File: config.mk
export PLATFORM = sky130hd
export DESIGN_NAME = quad_enc_gen
export DESIGN_NICKNAME = d
export VERILOG_FILES = /design/src/rtl/quad_enc_pkg.sv /design/src/rtl/quad_enc_gen_step_timer.sv /design/src/rtl/quad_enc_gen.sv
export SDC_FILE = /design/constraint.sdc
export NUM_CORES = 1
export LEC_CHECK = 0
export BUFFER_PORTS_ARGS = -buffer_cell sky130_fd_sc_hd__buf_2
export CORE_MARGIN = 2
export CORE_UTILIZATION = 30
export DETAILED_ROUTE_END_ITERATION = 6
export GPL_ROUTABILITY_DRIVEN = 0
export SLEW_MARGIN = 20
export SYNTH_ARGS = -nofsm -noshare
export SYNTH_HDL_FRONTEND = slang
export SYNTH_SLANG_ARGS = --single-unit
File: constraint.sdc
create_clock -name clk -period 3.2 [get_ports clk]
set_input_delay 0.16 -clock clk [delete_from_list [all_inputs] [get_ports clk]]
set_output_delay 0.16 -clock clk [all_outputs]
set_load 0.1 [all_outputs]
File: src/rtl/quad_enc_pkg.sv
// -----------------------------------------------------------------------------
// quad_enc_pkg
// Shared definitions for the quadrature encoder emulator and its consumers.
//   STEP_0..STEP_3 : the four Gray-coded {B,A} phases in forward order
//   state_t        : generator state encoding (IDLE / RUN_CONT / RUN_BURST)
//   next_phase()   : one position forward along the Gray sequence
//   prev_phase()   : one position backward along the Gray sequence
// -----------------------------------------------------------------------------
package quad_enc_pkg;

    localparam logic [1:0] STEP_0 = 2'b00;
    localparam logic [1:0] STEP_1 = 2'b01;
    localparam logic [1:0] STEP_2 = 2'b11;
    localparam logic [1:0] STEP_3 = 2'b10;

    typedef enum logic [1:0] {
        IDLE      = 2'b00,
        RUN_CONT  = 2'b01,
        RUN_BURST = 2'b10
    } state_t;

    // Forward neighbour: 00 -> 01 -> 11 -> 10 -> 00
    function automatic logic [1:0] next_phase(input logic [1:0] p);
        case (p)
            STEP_0:  return STEP_1;
            STEP_1:  return STEP_2;
            STEP_2:  return STEP_3;
            STEP_3:  return STEP_0;
            default: return STEP_0;
        endcase
    endfunction

    // Reverse neighbour: 00 -> 10 -> 11 -> 01 -> 00
    function automatic logic [1:0] prev_phase(input logic [1:0] p);
        case (p)
            STEP_0:  return STEP_3;
            STEP_3:  return STEP_2;
            STEP_2:  return STEP_1;
            STEP_1:  return STEP_0;
            default: return STEP_0;
        endcase
    endfunction

endpackage

File: src/rtl/quad_enc_gen_step_timer.sv
// -----------------------------------------------------------------------------
// step_timer
// Free-running period counter with synchronous clear and enable. Counts
// 0..period-1 while enabled and raises tick during the cycle in which the
// count sits at period-1, so the consumer acts on exactly every period-th
// enabled edge. A period of 0 never ticks and holds the count.
// Ports:
//   clk, reset : clock, asynchronous active-high reset
//   clr        : synchronous clear to 0 (has priority over counting)
//   en         : count enable; low freezes the count
//   period     : clocks per tick
//   tick       : combinational, high when the next enabled edge ends a period
// -----------------------------------------------------------------------------
module step_timer #(
    parameter int PERIOD_W = 16
) (
    input  logic                clk,
    input  logic                reset,
    input  logic                clr,
    input  logic                en,
    input  logic [PERIOD_W-1:0] period,
    output logic                tick
);

    localparam logic [PERIOD_W-1:0] P_ZERO = {PERIOD_W{1'b0}};
    localparam logic [PERIOD_W-1:0] P_ONE  = {{(PERIOD_W-1){1'b0}}, 1'b1};

    logic [PERIOD_W-1:0] r_timer;
    logic                w_at_end;

    assign w_at_end = (period != P_ZERO) && (r_timer == (period - P_ONE));
    assign tick     = en & w_at_end;

    // Period counter: clear, wrap at period-1, or hold when disabled
    always_ff @(posedge clk or posedge reset) begin
        if (reset) begin
            r_timer <= P_ZERO;
        end else if (clr) begin
            r_timer <= P_ZERO;
        end else if (en && (period != P_ZERO)) begin
            if (w_at_end) begin
                r_timer <= P_ZERO;
            end else begin
                r_timer <= r_timer + P_ONE;
            end
        end else begin
            r_timer <= r_timer;
        end
    end

endmodule

File: src/rtl/quad_enc_gen.sv
// -----------------------------------------------------------------------------
// quad_enc_gen
// Quadrature encoder emulator: produces a Gray-coded {B,A} pattern at a
// commanded rate and direction, either continuously or for a fixed burst.
// Ports:
//   clk, reset  : clock, asynchronous active-high reset
//   en          : run gate; low freezes timer, phase and burst count
//   cmd_load    : one-cycle strobe latching cmd_dir/cmd_period/cmd_steps
//   cmd_dir     : 1 forward (00,01,11,10), 0 reverse (00,10,11,01)
//   cmd_period  : clocks per step, 0 halts stepping while staying in RUN
//   cmd_steps   : burst length, 0 runs continuously
//   enc         : registered {B,A}
//   step        : one-cycle pulse in the cycle enc takes a new value
//   pos_count   : signed step position, wraps in two's complement
//   busy        : high while running (continuous or burst)
//   done        : one-cycle pulse when a burst finishes
// -----------------------------------------------------------------------------
module quad_enc_gen
    import quad_enc_pkg::*;
#(
    parameter int PERIOD_W = 16,
    parameter int CNT_W    = 16
) (
    input  logic                clk,
    input  logic                reset,
    input  logic                en,
    input  logic                cmd_load,
    input  logic                cmd_dir,
    input  logic [PERIOD_W-1:0] cmd_period,
    input  logic [CNT_W-1:0]    cmd_steps,
    output logic [1:0]          enc,
    output logic                step,
    output logic [CNT_W-1:0]    pos_count,
    output logic                busy,
    output logic                done
);

    localparam logic [CNT_W-1:0] CNT_ZERO = {CNT_W{1'b0}};
    localparam logic [CNT_W-1:0] CNT_ONE  = {{(CNT_W-1){1'b0}}, 1'b1};

    state_t              r_state;
    logic [1:0]          r_enc;
    logic                r_step;
    logic [CNT_W-1:0]    r_pos;
    logic                r_busy;
    logic                r_done;
    logic                r_dir;
    logic [PERIOD_W-1:0] r_period;
    logic [CNT_W-1:0]    r_remaining;

    logic                w_timer_en;
    logic                w_tick;

    // The timer only runs while a RUN state is active and the gate is open
    assign w_timer_en = en & (r_state != IDLE);

    step_timer #(
        .PERIOD_W (PERIOD_W)
    ) u_step_timer (
        .clk    (clk),
        .reset  (reset),
        .clr    (cmd_load),
        .en     (w_timer_en),
        .period (r_period),
        .tick   (w_tick)
    );

    // Generator FSM with registered outputs; a load always beats a step
    always_ff @(posedge clk or posedge reset) begin
        if (reset) begin
            r_state     <= IDLE;
            r_enc       <= STEP_0;
            r_step      <= 1'b0;
            r_pos       <= CNT_ZERO;
            r_busy      <= 1'b0;
            r_done      <= 1'b0;
            r_dir       <= 1'b0;
            r_period    <= {PERIOD_W{1'b0}};
            r_remaining <= CNT_ZERO;
        end else begin
            r_step <= 1'b0;
            r_done <= 1'b0;
            if (cmd_load) begin
                // Phase and position carry over so a direction change stays
                // a single-bit transition; an aborted burst gives no done.
                r_dir       <= cmd_dir;
                r_period    <= cmd_period;
                r_remaining <= cmd_steps;
                r_busy      <= 1'b1;
                if (cmd_steps == CNT_ZERO) begin
                    r_state <= RUN_CONT;
                end else begin
                    r_state <= RUN_BURST;
                end
            end else if (w_tick) begin
                r_step <= 1'b1;
                if (r_dir) begin
                    r_enc <= next_phase(r_enc);
                    r_pos <= r_pos + CNT_ONE;
                end else begin
                    r_enc <= prev_phase(r_enc);
                    r_pos <= r_pos - CNT_ONE;
                end
                case (r_state)
                    RUN_BURST: begin
                        r_remaining <= r_remaining - CNT_ONE;
                        if (r_remaining == CNT_ONE) begin
                            r_state <= IDLE;
                            r_busy  <= 1'b0;
                            r_done  <= 1'b1;
                        end else begin
                            r_state <= RUN_BURST;
                        end
                    end
                    RUN_CONT: begin
                        r_state <= RUN_CONT;
                    end
                    default: begin
                        r_state <= r_state;
                    end
                endcase
            end else begin
                r_state <= r_state;
            end
        end
    end

    assign enc       = r_enc;
    assign step      = r_step;
    assign pos_count = r_pos;
    assign busy      = r_busy;
    assign done      = r_done;

endmodule

# Word level (Yosys, flattened, before mapping)
# Cells that the tools add are included.
[word_totals]
ff_bits = 72
inputBits = 37
[classes]
n_addsub = 5
n_eq_ne = 7
mux = 25
bitwise = 3
n_reduce_logical = 15
[op_table]
columns = ["op", "n"]
rows = [
  ["16-bit two-way mux", 7],
  ["16-bit by 1-bit subtractor with 16-bit output (second input constant)", 3],
  ["16-bit by 1-bit adder with 16-bit output (second input constant)", 2],
  ["16-bit by 1-bit == test with 1-bit output (second input constant)", 1],
  ["16-bit == test", 1],
  ["16-bit zero test", 1],
  ["2-bit one-hot mux with 4 select lines", 2],
  ["16-bit nonzero test", 1],
  ["1-bit two-way mux", 10],
  ["2-bit two-way mux", 5],
  ["2-bit nonzero test", 5],
  ["2-bit == test (second input constant)", 3],
  ["2-bit AND reduction", 3],
  ["2-bit by 1-bit == test with 1-bit output (second input constant)", 2],
  ["2-bit one-hot mux with 2 select lines", 1],
  ["3-bit AND reduction", 1],
  ["3-bit nonzero test", 1],
  ["1-bit bitwise AND", 2],
  ["1-bit logical AND", 2],
  ["2-bit zero test", 1],
  ["1-bit inverter", 1],
]

# Logic depth before layout (Yosys ltp)
# Gate-level depths: netlist of run 1.
[depth]
depth_word = 6
mapped_depth = 10

# Hierarchy
# Synthesis of run 1 repeated with hierarchy kept, for this count alone.
[hier_totals]
cells_unflattened = 500
hier_area_um2 = 4636.9
[by_module_without_submodules]
columns = ["mod", "n_inst", "cells_each", "area_each_um2", "seq_area_each_um2"]
rows = [
  ["quad_enc_gen", 1, 318, 3165.5, 1401.3],
  ["step_timer", 1, 182, 1471.4, 400.4],
]

# Worst setup path after synthesis of run 1
# No wires, ideal clock.
[synth_path]
path_type = "flip-flop to flip-flop"
start = "reg r_pos[4] (netlist: pos_count[4])"
end = "reg r_pos[15] (netlist: pos_count[15])"
setup_time_ns = 0.162
t_arrival_ns = 2.938
required_ns = 3.038
path_slack_ns = 0.099
stages_incl_launch_ff = 9
n_path_buf = 0
period_less_slack_ns = 3.101
path_cell_list = "dfrtp_1 -> ha_1 -> a2111o_1 -> a21oi_1 -> nor3_1 -> a221o_1 -> o41a_1 -> a221oi_1 -> o31ai_1"
[synth_between]
elab_chain_len = 2
elab_cells_between_ends = 3
cone_classes = "add/sub: 2; mux: 1"
[synth_rtl]
columns = ["element", "line", "rtl"]
rows = [
  ["start: declaration", "quad_enc_gen.sv:44", "logic [CNT_W-1:0] r_pos;"],
  ["start signal: assignment", "quad_enc_gen.sv:99", "r_pos <= r_pos + CNT_ONE;"],
  ["start signal: assignment", "quad_enc_gen.sv:102", "r_pos <= r_pos - CNT_ONE;"],
  ["16-bit by 1-bit subtractor with 16-bit output / 16-bit by 1-bit adder with 16-bit output (equally long branches)", "quad_enc_gen.sv:102, quad_enc_gen.sv:99", ""],
  ["16-bit two-way mux *", "quad_enc_gen.sv:97", "if (r_dir) begin"],
]
# Every way passes the cells marked *; elsewhere a longest branch is shown, timed or not.
# A chain may end at the register's enable or synchronous reset.

# Final worst setup path of run 1
[layout_path]
start = "reg r_period[4]"
end = "reg r_pos[8] (netlist: pos_count[8])"
[layout_between]
elab_chain_len = 5
elab_cells_between_ends = 6
cone_classes = "add/sub: 1; eq/ne: 1; bitwise: 1; reduce/logical: 3"
[layout_rtl]
columns = ["element", "line", "rtl"]
rows = [
  ["start: declaration", "quad_enc_gen.sv:48", "logic [PERIOD_W-1:0] r_period;"],
  ["start signal: assignment", "quad_enc_gen.sv:78", "r_period <= {PERIOD_W{1'b0}};"],
  ["start signal: assignment", "quad_enc_gen.sv:87", "r_period <= cmd_period;"],
  ["16-bit by 1-bit subtractor with 16-bit output", "quad_enc_gen_step_timer.sv:31", "assign w_at_end = (period != P_ZERO) && (r_timer == (period - P_ONE));"],
  ["16-bit == test", "quad_enc_gen_step_timer.sv:31", ""],
  ["1-bit logical AND *", "quad_enc_gen_step_timer.sv:31", ""],
  ["1-bit bitwise AND *", "quad_enc_gen_step_timer.sv:32", "assign tick = en & w_at_end;"],
  ["2-bit AND reduction (no source line) *", "--", ""],
]
# Marked as above.

==> results.toml, run 1 <==
[drt]
wl_met3_um = 454
ant_nets = 0
drtIter0Drc = 414
wl_met1_um = 5470
wl_um = 12500
firstDrtPassIters = 5
wl_per_cell_um = 15.2
vias = 4358
drc = 0
highest_layer = "met4"
met2WireLength_um = 6290
avgViaCountPerCell = 5.30

[pwr]
power_density_nw_per_um2 = 426
power_leakage_nw = 2.59
peakVddDrop_uv = 209

[timing]
clock-skew-final_ns = 0.00736
post-route-period-util = 0.963
slew_viol_final = 0
whs_ns = 0.0324
setup_viol = 0
fin_crit_ns = 3.08
hold_viol_final = 0
worst_pin_slew_ns = 0.957
worst_slack_ns = 0.117
relSlewSlack = 0.362
timing.fmax_mhz = 324

[cts]
cts_tree = "done"
clockBufferDepth = 2
clkTransAtPathRegs_ns = 0.06
clock_latency_ns = 0.35
cts_inserted_buffers = 9
clock_sinks = 72
root_buffer = "clkbuf_16"
htree_levels = 3

[worst_hold_path]
worst_hold_path_type = "in -> reg"

[critical_path]
cp.arrival_ns = 3.31
cp-end-kind = "flip-flop"
critPathKind = "reg -> reg"
worst_ep_required_time_ns = 3.43
crit_path_start_kind = "flip-flop"
critPathMaxFanout = 20
reg2reg_slack_ns = 0.12

[logic_synthesis]
synth_warnings = 0
syn-num-nets = 591
ys.flop_type = "dfrtp_1"
synth_area_per_cell_um2 = 9.18
ys_ff_latch = 72
yosysSeqAreaShare = 0.367
synthArstFlopShare = 1.00
synth.area.top_cells = "dfrtp_1, mux2_2, ha_1"
syn_inst = 535
synth_top_area_frac = 0.367
synth-edff-count = 0
yosys.area.top_type = "dfrtp_1"
syn_area_um2 = 4910
synth_cell_type_count = 60

[cells_and_area]
syn_to_final_growth_pct = 20.0
drive_gt1_frac = 0.228
seqCellArea_um2 = 1800
n_fill_cell = 1625
final_cells = 823
nets = 657
multiInputGateArea_um2 = 2950

[placed_design]
placed_cells = 804
dp_hpwl_um = 9140
place_ws_ns = 0.0794
io_buffers = 57

[floorplanning]
initial_utilization = 0.308
core_area_um2 = 15900
die_w_um = 132
die_h_um = 132
io_pins = 58
die-area_um2 = 17400
num_rows = 46

[global_routing]
grt_max_degree = 76
track_usage = 0.147
grt_pass1_wl_um = 20900
grt-ovfl-total = 0
antenna_found_initial = 1
grt_pass1_vias = 4324

[job]
maxCapViolations = 0

[status]
outcome = "finished clean"
state kept, by name (all words and copies together) (netlist names):
register	cells
enc	2
pos_count	16
r_dir	1
step	1
r_state	2
r_remaining	16
r_period	16
done	1
busy	1
u_step_timer.r_timer	16
repair_timing:
| action | CTS | global route |
|---|---|---|
| hold buffers | 0 | 0 |
| setup endpoints to repair | 0 | 42 |
| buffers inserted | 0 | 2 |
| gates resized for setup | 0 | 6 |
critical path, cell delays in order, from the launching register on:
cell	delay [ns]
dfrtp_2	0.45
or4_1	0.56
or4_1	0.51
a32o_1	0.27
a211oi_4	0.23
buf_4	0.18
and4_1	0.24
buf_12	0.18
mux2_2	0.34
per-stage QoR:
step	setup TNS (ns)	area (um^2)	util	power, mW
floorplan	0	4910	-	1.30
global placement	0	5530	0.347	1.41
detailed placement	0	5530	0.347	1.42
CTS	0	5850	0.367	2.53
global route	-0.0267	5890	0.369	2.62
finish	0	5890	0.370	2.51
path summary, 6_finish.rpt:
path                                           startpoint                           to  cells past startpoint
worst max-delay path              r_period[4]$_DFFE_PP0P_     pos_count[8]$_DFFE_PP0P_                      8
worst min-delay path                        cmd_steps[10]  r_remaining[10]$_DFFE_PP0P_                      3
worst max register to register    r_period[4]$_DFFE_PP0P_     pos_count[8]$_DFFE_PP0P_                      8
worst min register to register  pos_count[15]$_DFFE_PP0P_    pos_count[15]$_DFFE_PP0P_                      1
max in group asynchronous                           reset      r_period[4]$_DFFE_PP0P_                      3
min in group asynchronous                           reset    pos_count[11]$_DFFE_PP0P_                      3
cells in the final DEF, fill, tap and decap left out, types with 5 or more instances in the layout:
cell type,n
ha_1,18
inv_1,18
nand3_1,34
a31oi_1,15
dfrtp_1,71
xnor2_1,22
nor2_1,33
buf_4,23
clkbuf_16,9
a21oi_1,14
o21ai_0,24
nor3_1,17
nand4_1,7
mux2_2,28
buf_2,57
or3_1,5
xor2_1,18
or4_1,16
a22oi_1,7
nor4_1,14
nand2_1,41
nor2b_1,15
mux2i_1,11
and3_1,7
report_power, final:
group	internal (mW)	total [mW]	switching (mW)
Sequential	0.958	1.02	0.0567
Combinational	0.173	0.399	0.226
Clock	0.699	1.10	0.399
cells in the mapped netlist (15+ instances only):
| cell type | n |
|---|---|
| nor3_1 | 18 |
| inv_1 | 19 |
| nor2_1 | 33 |
| mux2_2 | 28 |
| o21ai_0 | 24 |
| nand3_1 | 34 |
| a31oi_1 | 15 |
| nor2b_1 | 15 |
| ha_1 | 18 |
| xnor2_1 | 22 |
| dfrtp_1 | 72 |
| xor2_1 | 18 |
| or4_1 | 17 |
| clkbuf_1 | 19 |
| nand2_1 | 41 |
area by class of cell:
| cell class | instances | area share |
|---|---|---|
| antenna | 1 | 0.000425 |
| timing repair buffer | 81 | 0.0811 |
| clock inverter | 6 | 0.0140 |
| inverter | 19 | 0.0121 |
| sequential | 72 | 0.306 |
| multi-input combinational | 418 | 0.500 |
| tap | 216 | 0.0459 |
| clock buffer | 10 | 0.0406 |
logic make-up (layout without fill, tap and decap cells):
| kind of cell | count (synthesis) | in the layout | share of synthesized area |
|---|---|---|---|
| AO/OA/AOI/OAI | 98 | 98 | 0.137 |
| XOR/XNOR | 40 | 40 | 0.0713 |
| adder cells (fa/ha/maj) | 19 | 19 | 0.0499 |
| buffers and inverters | 45 | 116 | 0.0390 |
| flip-flops | 72 | 72 | 0.367 |
| multiplexers | 39 | 39 | 0.0866 |
| other | 0 | 1 | 0 |
| AND/OR/NAND/NOR | 222 | 222 | 0.250 |
routing by layer:
metal,global-route usage,vias up
li1,-,2121
met1,0.174,2112
met2,0.257,97
met3,0.0308,28
met4,0.0640,0
met5,0,-
Power figures use the tool's default switching activity.
==> run 2: changes to the inputs <==
--- a/config.mk
+++ b/config.mk
@@ -6,7 +6,6 @@
 export NUM_CORES = 1
 export LEC_CHECK = 0
 export BUFFER_PORTS_ARGS = -buffer_cell sky130_fd_sc_hd__buf_2
-export CORE_MARGIN = 2
 export CORE_UTILIZATION = 30
 export DETAILED_ROUTE_END_ITERATION = 6
 export GPL_ROUTABILITY_DRIVEN = 0
==> run 2 against run 1 <==
  * Count of clock-buffer cells in the layout rose by 3
  * Register-to-register slack barely moved
  * Clock skew fell by 0.0016 ns
  * Power fell by 5.5%
  * Hold slack improved by 0.0060 ns
  * Clock power fell by 13%
  * Die area fell by 3.0%
  * Global-route usage rose by 0.63 points
  * Largest power group is now registers
==> results.toml, run 2 (same netlist as run 1, synthesis figures left out) <==
[placed_design]
place_ws_ns = 0.113
io_buffers = 57
dp_hpwl_um = 9080

[cts]
clock_latency_ns = 0.34
clkTransAtPathRegs_ns = 0.05
cts_inserted_buffers = 9
cts_tree = "done"
cts-hold-fix-buffers = 0
clockBufferDepth = 2
root_buffer = "clkbuf_16"
htree_levels = 3
clock_sinks = 72

[global_routing]
grt_max_degree = 76
grt_pass1_wl_um = 20200
grt-ovfl-total = 0
track_usage = 0.153
grt_pass1_vias = 4165
antenna_found_initial = 0

[critical_path]
worst_ep_required_time_ns = 3.42
cpMostUsedCell = "or4_1"
cp-end-kind = "flip-flop"
slowest_delay_ns = 0.58
critPathKind = "reg -> reg"
crit_cells = 7
critPathMaxFanout = 20
cp_cell_sequence = "or4_1, or4_1, a32o_1, a211oi_4, and4_1, buf_12, mux2_2"
slowest_stage = "or4_1"
critPathBufInv = 1
reg2regPathDepth = 7
cp.arrival_ns = 3.31
crit_path_start_kind = "flip-flop"
path_delay_family = "simple AND/OR/NAND/NOR gates"

[floorplanning]
die-area_um2 = 16900
initial_utilization = 0.308
die_w_um = 130
num_rows = 46
die_h_um = 130
io_pins = 58
core_area_um2 = 15900

[cells_and_area]
antennaDiodeCount = 0
drive_gt1_frac = 0.229
syn_to_final_growth_pct = 19.4
final_cell_mix = "dfrtp_1, buf_2, nand2_1, nand3_1, nor2_1"
n_fill_cell = 1631
nets = 658
layout_commonest_cell = "dfrtp_1"

[timing]
fin_crit_ns = 3.09
relSlewSlack = 0.365
timing.fmax_mhz = 323
setup_viol = 0
clock-skew-final_ns = 0.00575
slew_viol_final = 0
worst_pin_slew_ns = 0.952
hold_viol_final = 0
whs_ns = 0.0385
post-route-period-util = 0.967
rsz0062_at_grt = "true"
worst_slack_ns = 0.107
fin_tns_setup_ns = 0

[drt]
vias = 4345
wl_per_cell_um = 15.0
firstDrtPassIters = 5
drtIter0Drc = 258
avgViaCountPerCell = 5.28
wl_um = 12300
drc = 0
ant_nets = 0

[pwr]
power_density_nw_per_um2 = 405
peakVddDrop_uv = 234
power_leakage_nw = 2.58

[status]
outcome = "finished clean"

[worst_hold_path]
worst_hold_path_type = "in -> reg"
holdPathStages = 3

[job]
maxCapViolations = 0
run 2: final cells by class:
type                    instances  area [um^2]  share of cell area
well taps                     216          270              0.0461
clock buffers                  13          270              0.0461
inverters                      19         71.3              0.0122
multi-input cells             418         2950               0.503
clock inverters                 3         15.0             0.00256
flip-flops and latches         72         1800               0.307
repair buffers                 82          485              0.0828
run 2: worst paths after layout:
path                                            from                                    to  slack [ns]
setup / recovery             r_period[0]$_DFFE_PP0P_                    enc[1]$_DFFE_PP0P_        0.11
hold / removal                               cmd_dir                     r_dir$_DFFE_PP0P_        0.04
max in group asynchronous                      reset  u_step_timer.r_timer[13]$_DFFE_PP0P_        2.47
min in group asynchronous                      reset               r_period[7]$_DFFE_PP0P_        0.09
setup reg to reg             r_period[0]$_DFFE_PP0P_                    enc[1]$_DFFE_PP0P_        0.11
hold reg to reg            pos_count[15]$_DFFE_PP0P_             pos_count[15]$_DFFE_PP0P_        0.51
run 2: layer usage:
metal,track usage,wire length (um)
met1,0.184,5460
met2,0.269,6170
met3,0.0242,544
met4,0.0711,147
met5,0,0
run 2: per-stage QoR:
| step | utilization | area, um^2 | total power [mW] | instances |
|---|---|---|---|---|
| 2_1_floorplan | - | 4910 | 1.30 | 535 |
| 3_3_place_gp | 0.348 | 5540 | 1.41 | 806 |
| 3_5_place_dp | 0.348 | 5540 | 1.42 | 806 |
| 4_1_cts | 0.365 | 5830 | 2.40 | 822 |
| 5_1_grt | 0.368 | 5860 | 2.50 | 823 |
| 6_report | 0.368 | 5860 | 2.37 | 823 |
run 2: where the power goes:
part	total, mW	switching (mW)	internal [mW]
combinational	0.402	0.228	0.174
clock	0.960	0.376	0.584
sequential	1.01	0.0524	0.958
run 2: repair_timing:
action	in CTS	in global routing
resized for setup	0	5
buffers inserted	0	1
endpoints found under the setup margin	0	19
run 2: worst reg2reg max path, delay by kind of cell (launching register included):
family / cells / cell delay (ns)
buffers and inverters: 1 / 0.17
AND/OR/NAND/NOR: 3 / 1.39
multiplexers: 1 / 0.36
AO/OA/AOI/OAI: 2 / 0.64
flip-flops: 1 / 0.42
==> run 3: changes to the inputs <==
--- a/config.mk
+++ b/config.mk
@@ -5,6 +5,7 @@
 export SDC_FILE = /design/constraint.sdc
 export NUM_CORES = 1
 export LEC_CHECK = 0
+export ABC_AREA = 1
 export BUFFER_PORTS_ARGS = -buffer_cell sky130_fd_sc_hd__buf_2
 export CORE_UTILIZATION = 30
 export DETAILED_ROUTE_END_ITERATION = 6
==> run 3 against run 2 <==
  * Sequential power up 9.9%
  * Synthesized area is 5.9% higher
  * Via count is 11% higher
  * Wire length grew 7.6%
  * Largest cell class unchanged
  * Largest power group unchanged
==> results.toml, run 3 <==
[cells_and_area]
nets = 848
seqCellArea_um2 = 1800
layout_commonest_cell = "nand2_1"
n_fill_cell = 1814
multiInputGateArea_um2 = 2930
drive_gt1_frac = 0.146
final_cell_mix = "nand2_1, inv_1, dfrtp_1, buf_2, nor2_1"
syn_to_final_growth_pct = 14.6
antennaDiodeCount = 0
design_area_um2 = 5960

[timing]
relSlewSlack = 0.557
slew_viol_final = 0
timing.fmax_mhz = 398
hold_viol_final = 0
post-route-period-util = 0.786
clock-skew-final_ns = 0.00701
rsz0062_at_grt = "false"
fin_crit_ns = 2.51
fin_tns_setup_ns = 0
worst_pin_slew_ns = 0.665
setup_viol = 0

[logic_synthesis]
ys.flop_type = "dfrtp_1"
yosys-top-cells-count = "nand2_1, inv_1, dfrtp_1, nor2_1, o21ai_0"
synthArstFlopShare = 1.00
synth_cell_type_count = 42
synth-edff-count = 0
synth.area.top_cells = "dfrtp_1, nand2_1, inv_1"
synth_area_per_cell_um2 = 7.05
ys_ff_latch = 72
yosysSeqAreaShare = 0.346
syn_area_um2 = 5200
yosys.area.top_type = "dfrtp_1"
syn_inst = 738
syn-num-nets = 794
synth_warnings = 0
synth.most_common_cell = "nand2_1"
synth_top_area_frac = 0.346

[worst_hold_path]
worst_hold_path_type = "in -> reg"
hold_end = "r_period[4]$_DFFE_PP0P_"
hp-start = "cmd_period[4]"
holdPathStages = 3

[global_routing]
grt-ovfl-total = 0
grt_pass1_vias = 4592
grt_max_degree = 52
grt_pass1_wl_um = 22700
antenna_found_initial = 0
track_usage = 0.159

[placed_design]
io_buffers = 57
dp_hpwl_um = 9810
placedInstanceArea_um2 = 5690

[floorplanning]
initial_utilization = 0.310
die_w_um = 134
io_pins = 58
die-area_um2 = 17900
num_rows = 47
die_h_um = 134
core_area_um2 = 16800

[drt]
firstDrtPassIters = 5
vias = 4809
wl_per_cell_um = 13.1
avgViaCountPerCell = 4.73
drtIter0Drc = 280
ant_nets = 0
drc = 0
wl_um = 13300

[cts]
cts_tree = "done"
cts_inserted_buffers = 9
cts_setup_buffers = 0
ctsResizeCount = 0
clkTransAtPathRegs_ns = 0.06
clock_latency_ns = 0.34
root_buffer = "clkbuf_16"
clockBufferDepth = 2
htree_levels = 3
clock_sinks = 72

[job]
maxCapViolations = 0

[critical_path]
cp-end-kind = "flip-flop"
worst_ep_required_time_ns = 3.43
critPathKind = "reg -> reg"
crit_path_start_kind = "flip-flop"
reg2reg_slack_ns = 0.69
reg2regPathDepth = 11
r2r-end = "pos_count[15]$_DFFE_PP0P_"
cp.arrival_ns = 2.75
critPathMaxFanout = 16
timing.rr.start = "r_dir$_DFFE_PP0P_"

[pwr]
power_leakage_nw = 3.08
power_density_nw_per_um2 = 455
peakVddDrop_uv = 245

[status]
outcome = "finished clean"
==> run 3: kinds of logic after synthesis <==
group	Yosys count	synth area share
buf+inv	110	0.0902
fa+ha+maj	19	0.0471
flops	72	0.346
compound gates	83	0.0890
simple gates	410	0.353
xor+xnor	44	0.0741
==> run 3: per-stage QoR <==
stage | power [mW] | std cells | hold slack (ns) | utilization | setup slack, ns
2_1_floorplan | 1.61 | 738 | 0.277 | - | 0.823
3_3_place_gp | 1.77 | 1000 | 0.231 | 0.339 | 0.808
3_5_place_dp | 1.78 | 1000 | 0.233 | 0.339 | 0.679
4_1_cts | 2.75 | 1016 | 0.0131 | 0.356 | 0.663
5_1_grt | 2.91 | 1016 | 0.0298 | 0.356 | 0.433
6_report | 2.71 | 1016 | 0.0224 | 0.356 | 0.686
==> run 3: worst max path at each step <==
stage	from	to	slack, ns	depth (start not counted)
6_report	r_dir$_DFFE_PP0P_	pos_count[15]$_DFFE_PP0P_	0.69	11
4_1_cts	r_dir$_DFFE_PP0P_	pos_count[15]$_DFFE_PP0P_	0.66	11
5_1_grt	r_dir$_DFFE_PP0P_	pos_count[15]$_DFFE_PP0P_	0.43	11
2_1_floorplan	pos_count[9]$_DFFE_PP0P_	pos_count[15]$_DFFE_PP0P_	0.82	10
3_3_place_gp	r_dir$_DFFE_PP0P_	pos_count[15]$_DFFE_PP0P_	0.81	11
3_5_place_dp	r_dir$_DFFE_PP0P_	pos_count[15]$_DFFE_PP0P_	0.68	11
==> run 3: where the power goes <==
part           switching (mW)  internal [mW]
clock                   0.383          0.565
combinational           0.427          0.226
sequential              0.110           1.00
==> run 3: area by class of cell <==
cell class / instances / share of cell area
sequential: 72 / 0.302
multi-input combinational: 556 / 0.492
clock buffer: 15 / 0.0449
timing repair buffer: 67 / 0.0608
inverter: 86 / 0.0543
tap: 220 / 0.0462
==> run 3: critical path, stage by stage (launching register included) <==
cell	delay, ns
dfrtp_1	0.43
inv_1	0.45
ha_1	0.40
nand2_1	0.17
inv_1	0.07
a21oi_1	0.21
nor2_1	0.07
nor3_1	0.22
nand2_1	0.10
xor2_1	0.15
nand4_1	0.09
nand2_1	0.06
==> run 3: repair_timing <==
action,CTS,global route
hold buffers,1,0
hold endpoints to repair,28,0
endpoints found under the setup margin,0,0
==> run 3: routing by layer <==
layer  part of all wire  global-route usage  vias to the layer above  wire [um]
li1                   -                   -                     2490          -
met1               0.50               0.216                     2207       6620
met2               0.45               0.253                       99       6020
met3              0.037              0.0388                       13        492
met4             0.0099              0.0360                        0        131
met5                  0                   0                        -          0
